**config.mk**
```make
export PLATFORM = sky130hd
export DESIGN_NAME = prog_sequencer
export DESIGN_NICKNAME = d
export VERILOG_FILES = /design/src/rtl/prog_sequencer.sv
export SDC_FILE = /design/constraint.sdc
export NUM_CORES = 1
export LEC_CHECK = 0
export CORE_ASPECT_RATIO = 1.1
export CORE_MARGIN = 10
export CORE_UTILIZATION = 48
export DETAILED_ROUTE_END_ITERATION = 12
export GPL_TIMING_DRIVEN = 0
export PLACE_DENSITY = 0.78
export SETUP_SLACK_MARGIN = 0.15
export SLEW_MARGIN = 20
export SYNTH_ARGS = -nofsm -noshare
export SYNTH_HDL_FRONTEND = slang
export SYNTH_SLANG_ARGS = --single-unit
```
**constraint.sdc**
```tcl
create_clock -name clk -period 2.4 [get_ports clk]
set_input_delay 0.48 -clock clk [delete_from_list [all_inputs] [get_ports clk]]
set_output_delay 0.48 -clock clk [all_outputs]
set_load 0.02 [all_outputs]
```
**src/rtl/prog_sequencer.sv**
```systemverilog
// Program sequencer: owns the PC, registered ALU flags and a per-run cycle counter,
// and runs one of P resident programs through a req/done handshake.
module prog_sequencer #(
  parameter int D      = 12,
  parameter int P      = 4,
  parameter int STRIDE = 256,
  parameter int CW     = 16,
  localparam int PW    = (P > 1) ? $clog2(P) : 1
) (
  input  logic          clk,
  input  logic          reset,
  input  logic          req,
  input  logic [PW-1:0] prog_sel,
  input  logic          stall,
  input  logic          halt,
  input  logic [2:0]    br_cond,
  input  logic          br_rel,
  input  logic [7:0]    br_off,
  input  logic [D-1:0]  target,
  input  logic          zero,
  input  logic          pari,
  input  logic          sc_o,
  input  logic          flag_en,
  input  logic          sc_en,
  output logic [D-1:0]  prog_ctr,
  output logic          zeroQ,
  output logic          pariQ,
  output logic          sc_in,
  output logic          busy,
  output logic          done,
  output logic [CW-1:0] cyc_cnt
);

  typedef enum logic [1:0] {IDLE, RUN, DONE} state_t;

  state_t        state, state_nx;
  logic [D-1:0]  base, base_nx, pc_nx;
  logic [D-1:0]  sel_base, win_end, dest;
  logic          zero_nx, pari_nx, sc_nx;
  logic [CW-1:0] cyc_nx;
  logic          taken, sel_ok;

  assign sel_base = D'(prog_sel) * D'(STRIDE);
  assign sel_ok   = {1'b0, prog_sel} < (PW+1)'(P);
  assign win_end  = base + D'(STRIDE - 1);
  assign dest     = br_rel ? prog_ctr + D'($signed(br_off)) : target;

  // Conditions use the flags registered before this edge, never this cycle's updates.
  always_comb begin
    taken = 1'b0;
    unique case (br_cond)
      3'd0: taken = 1'b0;
      3'd1: taken = 1'b1;
      3'd2: taken = zeroQ;
      3'd3: taken = ~zeroQ;
      3'd4: taken = sc_in;
      3'd5: taken = ~sc_in;
      3'd6: taken = pariQ;
      3'd7: taken = ~pariQ;
      default: taken = 1'b0;
    endcase
  end

  always_comb begin
    state_nx = state;
    base_nx  = base;
    pc_nx    = prog_ctr;
    zero_nx  = zeroQ;
    pari_nx  = pariQ;
    sc_nx    = sc_in;
    cyc_nx   = cyc_cnt;
    unique case (state)
      IDLE: begin
        if (req && sel_ok) begin
          state_nx = RUN;
          base_nx  = sel_base;
          pc_nx    = sel_base;
          zero_nx  = 1'b0;
          pari_nx  = 1'b0;
          sc_nx    = 1'b0;
          cyc_nx   = '0;
        end
      end
      RUN: begin
        if (!stall) begin
          if (cyc_cnt != '1) cyc_nx = cyc_cnt + CW'(1);
          if (flag_en) begin
            zero_nx = zero;
            pari_nx = pari;
          end
          if (sc_en) sc_nx = sc_o;
          if (halt) state_nx = DONE;
          else if (prog_ctr == win_end && !taken) state_nx = DONE;
          else pc_nx = taken ? dest : prog_ctr + D'(1);
        end
      end
      DONE: begin
        if (!req) state_nx = IDLE;
      end
      default: state_nx = IDLE;
    endcase
  end

  always_ff @(posedge clk) begin
    if (reset) begin
      state    <= IDLE;
      base     <= '0;
      prog_ctr <= '0;
      zeroQ    <= 1'b0;
      pariQ    <= 1'b0;
      sc_in    <= 1'b0;
      cyc_cnt  <= '0;
    end else begin
      state    <= state_nx;
      base     <= base_nx;
      prog_ctr <= pc_nx;
      zeroQ    <= zero_nx;
      pariQ    <= pari_nx;
      sc_in    <= sc_nx;
      cyc_cnt  <= cyc_nx;
    end
  end

  assign busy = (state == RUN);
  assign done = (state == DONE);

endmodule

```
==> impl_metrics.ini, run 1 <==
[route]
via_per_inst = 5.75
drtIter0Drc = 179
drc = 0
dr_total_vias = 2620
drt-wirelength-per-cell_um = 17.9
drt_wl_total_um = 8160
dr.pass1.iters = 4
ant_nets = 0

[logic_synthesis]
mappedNetlistArea_um2 = 2460
yosysMostFrequentCell = nor2_1
synth-seq-cells = 35
syn-mean-instance-area_um2 = 7.99
yosysTopAreaCell = dfxtp_1
synth_area_leaders = dfxtp_1, xor2_1, ha_1, a21oi_1, nor2_1
synth_top_area_share_pct = 28.5
postSynth.asyncResetShare_pct = 0
netlist_top_cells_count = nor2_1, dfxtp_1, a21oi_1
synth-edff-count = 0
postSynthNetCount = 358
postSynthCellCount = 308
yosysSeqAreaShare_pct = 28.5
ys.flop_type = dfxtp_1
ys_types = 49
ys_warn_count = 0

[cts]
tritoncts = done
cts_root_buf = clkbuf_8
clkTransAtPathRegs_ns = 0.07
hold_buffers = 0
clock_path_buffers = 2
numCtsBuffers = 5
clk_latency_ns = 0.29
cts_max_level = 2
cts_sinks = 35

[power]
fin_total_pwr_w = 0.00150
max-vdd-ir-drop_uv = 355
power_density_nw_per_um2 = 401
p_leak_nw = 1.43

[sta]
drv_slew = 0
rsz0062_at_grt = yes
setup_ws_ns = 0.204
finClkSkew_ns = 0.00571
setup_viol = 0
period_share_pct = 91.5
final-hold-violation-count = 0
tightest_slew_ns = 0.701
fmax_ghz = 0.455
fin_crit_ns = 2.20
maxSlewHeadroom_pct = 52.8

[placement]
routabilityCongestion = 0.945
hpwl_um = 5740
postPlaceCellArea_um2 = 3190
pre_cts_slack_ns = -0.581
io_buffers = 66
dp_cells = 432

[worst_hold_path]
hp-class = reg2reg
holdCritStartpoint = base[9]$_SDFFE_PP0P_

[die]
io-pin-count = 69
die_area_um2 = 8390
core-area_um2 = 5000
start_util_pct = 49.2
die_h_um = 95.1
placementRows = 27
die_w_um = 88.3

[global_route]
grt_max_degree = 12
track_usage_pct = 18.7
antenna_found_initial = 0
first_global_vias = 2616
gr-total-overflow = 0
grt_pass1_wl_um = 12600

[run_status]
status = finished clean

[cells_and_area]
syn2layout_area_growth_pct = 51.8
final_cell_area_um2 = 3730
finalNetCount = 447
num_antenna_cells = 0
layout-drive-gt1-share_pct = 19.8
final_cells = 456
fillCellCount = 371
post-route-util_pct = 74.7

[setup_path]
cp_max_fo = 10
path_class = reg2out
critPathLaunch = state[1]$_SDFFE_PP0P_
critPathLaunchType = flop
r2r-start = prog_ctr[0]$_SDFFE_PP0P_
arrival_ns = 1.72
worst_ep_required_time_ns = 1.92
endpoint_kind = output pin

[job]
maxCapViolCount = 0
-- sequential cells by signal, summed over array words and instances, names as in the netlist --
signal,cells
base,2
state,2
cyc_cnt,16
zeroQ,1
sc_in,1
pariQ,1
prog_ctr,12
-- kinds of logic (layout without fill, tap and decap cells) --
group	Yosys count	in the layout	synth area share (%)
and+or+nand+nor	122	122	23.5
buffers and inverters	17	107	2.95
xor gates and xnor gates	36	36	13.1
DFF	35	35	28.5
AOI/OAI and AO/OA	77	77	21.4
adders and majority gates	14	14	7.43
muxes	7	7	3.10
-- worst max-delay path, cell delays in order (launching register included) --
cell and delay, ns:
dfxtp_1 0.33, buf_2 0.20, nand2b_1 0.13, clkbuf_4 0.21, clkinvlp_4 0.19, dlygate4sd2_1 0.36
-- worst paths after layout --
check / end / slack, ns / cells past startpoint
worst min register to register: base[9]$_SDFFE_PP0P_ / 0.50 / 2
worst max-delay path: busy / 0.20 / 5
worst max register to register: prog_ctr[10]$_SDFFE_PP0P_ / 0.26 / 9
worst min-delay path: base[9]$_SDFFE_PP0P_ / 0.50 / 2
-- area by class of cell --
class | count | area (um2) | area share, %
Tap cell | 58 | 72.6 | 1.94
Timing Repair Buffer | 82 | 779 | 20.9
Inverter | 6 | 26.3 | 0.704
Sequential cell | 35 | 707 | 18.9
Buffer | 11 | 62.6 | 1.68
Clock buffer | 6 | 72.6 | 1.94
Clock inverter | 2 | 12.5 | 0.335
Multi-Input combinational cell | 256 | 2000 | 53.6
-- stage by stage --
stage	setup TNS, ns	hold WS, ns
detailed placement	-6.84	0.491
global placement	-6.32	0.482
finish	0	0.498
floorplan	0	0.465
CTS	0	0.500
global route	0	0.527
-- what timing repair did --
action | CTS | global route
setup buffers | 10 | 6
resized for setup | 46 | 34
pin swaps | 12 | 15
gates cloned | 0 | 0
setup endpoints to repair | 18 | 22
-- power by group --
part           switching, W  internal [W]
logic              0.000233      0.000221
registers         0.0000272      0.000596
clock network      0.000216      0.000203
-- per-layer routing --
| metal | global-route usage [%] | up-vias | share of wire [%] | wire length [um] |
|---|---|---|---|---|
| li1 | - | 1287 | - | - |
| met1 | 21.2 | 1264 | 40 | 3260 |
| met2 | 33.7 | 58 | 54 | 4370 |
| met3 | 5.20 | 11 | 5.3 | 432 |
| met4 | 4.45 | 0 | 1.2 | 98 |
| met5 | 0 | - | 0 | 0 |
-- cell usage in the layout (no fill, tap or decap), drive strengths merged, types with 3 or more instances in the layout --
cell type       n
a21oi          31
a31oi           5
a32o            3
and3            8
buf            20
clkbuf         15
clkdlybuf4s50  56
dfxtp          35
dlygate4sd2     4
dlymetal6s2s    4
ha             13
inv             5
mux2i           5
nand2          26
nand2b          5
nand3          19
nand4           5
nor2           38
nor3            7
nor4            4
o21ai          12
or3             3
xnor2          13
xor2           23
No activity file was read; power rests on OpenSTA's default activity.
==> inputs of run 2 (changes only) <==
Settings changed: CORE_UTILIZATION 48 to 52, PLACE_DENSITY 0.78 to 0.84.
Clock period 2.4 ns to 2.6 ns, I/O delays scaled along.
==> run 2 against run 1 <==
Net effect: clock power shrank 2%; critical endpoint is now prog_ctr[5]$_SDFFE_PP0P_; worst hold slack lost 0.011 ns; largest cell class unchanged; design area shrank 4.9%; largest power group unchanged.
==> impl_metrics.ini, run 2 (synthesized netlist as in run 1, its figures left out) <==
[placement]
dp_cells = 430
io_buffers = 66
hpwl_um = 5780
postPlaceCellArea_um2 = 3190
routabilityCongestion = 0.893

[setup_path]
reg2reg_depth = 9
critPathLaunchType = input pin
r2r-start = prog_ctr[0]$_SDFFE_PP0P_
reg2reg_to = prog_ctr[8]$_SDFFE_PP0P_
endpoint_kind = flop
worst_ep_required_time_ns = 2.81
cp_max_fo = 5
arrival_ns = 2.66
rrSetupSlack_ns = 0.26
path_class = in2reg

[die]
placementRows = 26
die_area_um2 = 7880
die_h_um = 92.1
io-pin-count = 69
die_w_um = 85.6
start_util_pct = 53.3
core-area_um2 = 4620

[route]
ant_nets = 0
dr_total_vias = 2605
drt_wl_total_um = 8030
drt-wirelength-per-cell_um = 17.9
via_per_inst = 5.81
drc = 0
drtIter0Drc = 264
dr.pass1.iters = 4

[global_route]
track_usage_pct = 18.6
antenna_found_initial = 0
grt_pass1_wl_um = 12300
grt_max_degree = 12
first_global_vias = 2552
gr-total-overflow = 0

[cells_and_area]
final_cell_area_um2 = 3550
layout-drive-gt1-share_pct = 14.5
largest_reg_flops = 16
layout_commonest_cell = clkdlybuf4s50_1
finalNetCount = 441
syn2layout_area_growth_pct = 44.3
final_cells = 448
fillCellCount = 328
post-route-util_pct = 76.8
top_regs = cyc_cnt (16), prog_ctr (12)
final_cell_mix = clkdlybuf4s50_1, nor2_1, dfxtp_1, a21oi_1, nand2_1
max_flop_register = cyc_cnt
num_antenna_cells = 0

[sta]
drv_slew = 0
finClkSkew_ns = 0.00441
setup_viol = 0
finalSetupTns_ns = 0
rsz0062_at_grt = no
tightest_slew_ns = 0.699
maxSlewHeadroom_pct = 53.3
final-hold-violation-count = 0
fin_hold_ws_ns = 0.488
period_share_pct = 94.0
fin_crit_ns = 2.44
fmax_ghz = 0.409

[cts]
tritoncts = done
cts_sinks = 35
hold_buffers = 0
numCtsBuffers = 5
clkTransAtPathRegs_ns = 0.07
clk_latency_ns = 0.29
cts_max_level = 2
cts_root_buf = clkbuf_8
clock_path_buffers = 2

[power]
clkPwrFrac_pct = 29.9
p_comb_share_pct = 28.1
power_density_nw_per_um2 = 386
internal_power_w = 0.000954
max-vdd-ir-drop_uv = 323
switching_share_pct = 30.4
p_sw_w = 0.000418
p_leak_nw = 1.35
pwr-share-seq_pct = 42.0

[run_status]
status = finished clean

[worst_hold_path]
holdCritStartpoint = base[8]$_SDFFE_PP0P_
hp-class = reg2reg
hold-path-endpoint = base[8]$_SDFFE_PP0P_
hold_depth = 2

[job]
maxCapViolCount = 0
run 2: cell types whose count changed in the layout (fill, tap and decap cells not counted), sizes merged:
cell,previous run,this run
clkinvlp,2,0
clkdlybuf4s50,56,62
dlygate4sd2,4,1
inv,5,6
clkdlybuf4s15,0,1
dlymetal6s2s,4,2
buf,20,13
run 2: worst max-delay path, cell delays in order:
cell and delay (ns):
clkdlybuf4s50_1 0.53, and3b_1 0.22, a21oi_4 0.24, xnor2_4 0.13
o41ai_4 0.50, buf_6 0.18, buf_4 0.13, nand2_1 0.06
a21oi_1 0.15
run 2: worst max path at each step:
| stage | start | endpoint | slack [ns] | cells after the start |
|---|---|---|---|---|
| 3_3_place_gp | br_off[0] | prog_ctr[10]$_SDFFE_PP0P_ | -0.38 | 10 |
| 6_report | br_cond[2] | prog_ctr[5]$_SDFFE_PP0P_ | 0.16 | 9 |
| 5_1_grt | stall | cyc_cnt[7]$_SDFFE_PP0P_ | 0.13 | 8 |
| 4_1_cts | br_cond[1] | prog_ctr[8]$_SDFFE_PP0P_ | 0.11 | 9 |
| 2_1_floorplan | br_off[0] | prog_ctr[10]$_SDFFE_PP0P_ | 0.33 | 9 |
| 3_5_place_dp | br_off[0] | prog_ctr[8]$_SDFFE_PP0P_ | -0.37 | 10 |
run 2: cell type report:
type                            instances  area, um2  share of cell area [%]
Multi-Input combinational cell        256       1860                    52.5
Timing Repair Buffer                   76        739                    20.8
Sequential cell                        35        702                    19.8
Clock buffer                            7       86.3                    2.43
Tap cell                               56       70.1                    1.97
Buffer                                 11       56.3                    1.59
Inverter                                6       22.5                   0.634
Clock inverter                          1       8.76                   0.247
run 2: routing by layer:
layer  up-vias  global-route usage, %  routed length (um)  share of wire (%)
li1       1275                      -                   -                  -
met1      1218                   20.6                3190                 40
met2        91                   32.9                4090                 51
met3        21                   5.22                 536                6.7
met4         0                   6.32                 208                2.6
met5         -                      0                   0                  0
run 2: power by group through the flow:
stage                     clock network, W  registers, W  logic (W)
after floorplan                          0      0.000591   0.000186
after global placement                   0      0.000584   0.000320
after detailed placement                 0      0.000585   0.000324
after CTS                         0.000415      0.000574   0.000342
after global routing              0.000442      0.000579   0.000415
final                             0.000410      0.000576   0.000385
run 2: timing repair:
| action | in CTS | in global routing |
|---|---|---|
| pin swaps | 8 | 5 |
| setup buffers | 1 | 9 |
| gates resized for setup | 18 | 28 |
| setup endpoints to repair | 12 | 13 |
run 2: metrics by stage:
stage / total power [W] / setup WS, ns
floorplan: 0.000777 / 0.334
global placement: 0.000904 / -0.381
detailed placement: 0.000909 / -0.372
CTS: 0.00133 / 0.114
global route: 0.00144 / 0.127
finish: 0.00137 / 0.156
==> inputs of run 3 (changes only) <==
Settings changed: REMOVE_ABC_BUFFERS set to 1.
==> run 3 against run 2 <==
Net effect: clock power down 5.6%; register-to-register slack worse by 0.07 ns; highest routed layer unchanged; global-route usage increased by 0.65 points; sequential cell count is the same; cell count is 2.0% lower; clock skew rose by 0.0022 ns; sequential share of layout area about the same; fmax grew 1.3%.
==> impl_metrics.ini, run 3 (synthesized netlist as in run 1, its figures left out) <==
[setup_path]
arrival_ns = 2.62
slowest_stage = dfxtp_1
path_class = reg2reg
worst_ep_required_time_ns = 2.81
cp_max_fo = 8
endpoint_kind = flop
critPathLaunchType = flop
crit_chain = xor2_1 -> nor4_2 -> nand2_1 -> o41ai_4 -> buf_4 -> buf_4 -> nand2_1 -> a21oi_1
rrSetupSlack_ns = 0.19
critPathMaxStageDelay_ns = 0.55

[cts]
numCtsBuffers = 5
clock_path_buffers = 2
cts_sinks = 35
cts_root_buf = clkbuf_8
cts_max_level = 2
clk_latency_ns = 0.29
hold_buffers = 0
tritoncts = done
clkTransAtPathRegs_ns = 0.07

[cells_and_area]
max_flop_register = cyc_cnt
fillCellCount = 340
final_cell_area_um2 = 3550
num_antenna_cells = 0
finalNetCount = 432
largest_reg_flops = 16
post-route-util_pct = 76.8
syn2layout_area_growth_pct = 44.3
regArea_um2 = 701
layout_commonest_cell = clkdlybuf4s50_1
final_cell_mix = clkdlybuf4s50_1, nor2_1, dfxtp_1, a21oi_1, nand2_1
layout-drive-gt1-share_pct = 13.8
top_regs = cyc_cnt (16), prog_ctr (12)
multi_input_area_um2 = 1920

[die]
placementRows = 26
io-pin-count = 69
start_util_pct = 53.3
die_area_um2 = 7880
die_w_um = 85.6
core-area_um2 = 4620
die_h_um = 92.1

[route]
ant_nets = 0
drt-wirelength-per-cell_um = 17.8
dr.pass1.iters = 4
dr_total_vias = 2608
drt_wl_total_um = 7830
drc = 0
via_per_inst = 5.94
drtIter0Drc = 134

[sta]
tightest_slew_ns = 0.771
rsz0062_at_grt = yes
fin_crit_ns = 2.41
fin_hold_ws_ns = 0.487
maxSlewHeadroom_pct = 48.5
fmax_ghz = 0.414
drv_slew = 0
setup_viol = 0
period_share_pct = 92.8
final-hold-violation-count = 0
finClkSkew_ns = 0.00657

[global_route]
gr-total-overflow = 0
first_global_vias = 2750
track_usage_pct = 19.3
antenna_found_initial = 0
grt_max_degree = 18
grt_pass1_wl_um = 12800

[power]
max-vdd-ir-drop_uv = 388
power_density_nw_per_um2 = 379
fin_total_pwr_w = 0.00134
p_leak_nw = 1.33

[placement]
routabilityCongestion = 0.954
hpwl_um = 5530
io_buffers = 68
postPlaceCellArea_um2 = 3170

[worst_hold_path]
hp-class = reg2reg

[job]
maxCapViolCount = 0

[run_status]
status = finished clean
-- run 3: layout make-up --
| type | instances | area share, % |
|---|---|---|
| multi-input cells | 256 | 54.1 |
| repair buffers | 78 | 21.3 |
| flip-flops and latches | 35 | 19.7 |
| clock buffers | 7 | 2.15 |
| well taps | 56 | 1.97 |
| inverters | 6 | 0.635 |
| clock inverters | 1 | 0.141 |
-- run 3: path summary, 6_finish.rpt --
kind | start | to | cells past startpoint
max | prog_ctr[8]$_SDFFE_PP0P_ | prog_ctr[5]$_SDFFE_PP0P_ | 8
max reg2reg | prog_ctr[8]$_SDFFE_PP0P_ | prog_ctr[5]$_SDFFE_PP0P_ | 8
min reg2reg | zeroQ$_SDFFE_PP0P_ | zeroQ$_SDFFE_PP0P_ | 2
min | zeroQ$_SDFFE_PP0P_ | zeroQ$_SDFFE_PP0P_ | 2
-- run 3: metal layers --
metal | GRT usage [%] | part of all wire [%]
met1 | 19.6 | 38
met2 | 34.8 | 52
met3 | 6.28 | 6.7
met4 | 8.38 | 2.8
met5 | 0 | 0
-- run 3: critical path, delay by kind of cell (launching register included) --
family / cells / cell delay (ns)
compound gates: 2 / 0.54
xor+xnor: 1 / 0.15
buf+inv: 2 / 0.35
flops: 1 / 0.55
simple gates: 3 / 0.74
-- run 3: metrics by stage --
step	cells	worst slack, ns	setup TNS, ns
after CTS	439	0.146	0
after floorplan	297	0.287	0
final	439	0.187	0
after global placement	421	-0.652	-9.57
after detailed placement	422	-0.664	-8.29
after global routing	439	0.0405	0
-- run 3: what timing repair did --
action | in CTS | in global routing
pin swaps | 9 | 9
hold endpoints to repair | 0 | 0
gates resized for setup | 16 | 27
endpoints found under the setup margin | 19 | 16
buffers inserted | 9 | 0
-- run 3: power breakdown --
part           internal, W  total [W]  switching (W)
Clock             0.000188   0.000387       0.000199
Combinational     0.000185   0.000380       0.000195
Sequential        0.000550   0.000577      0.0000268
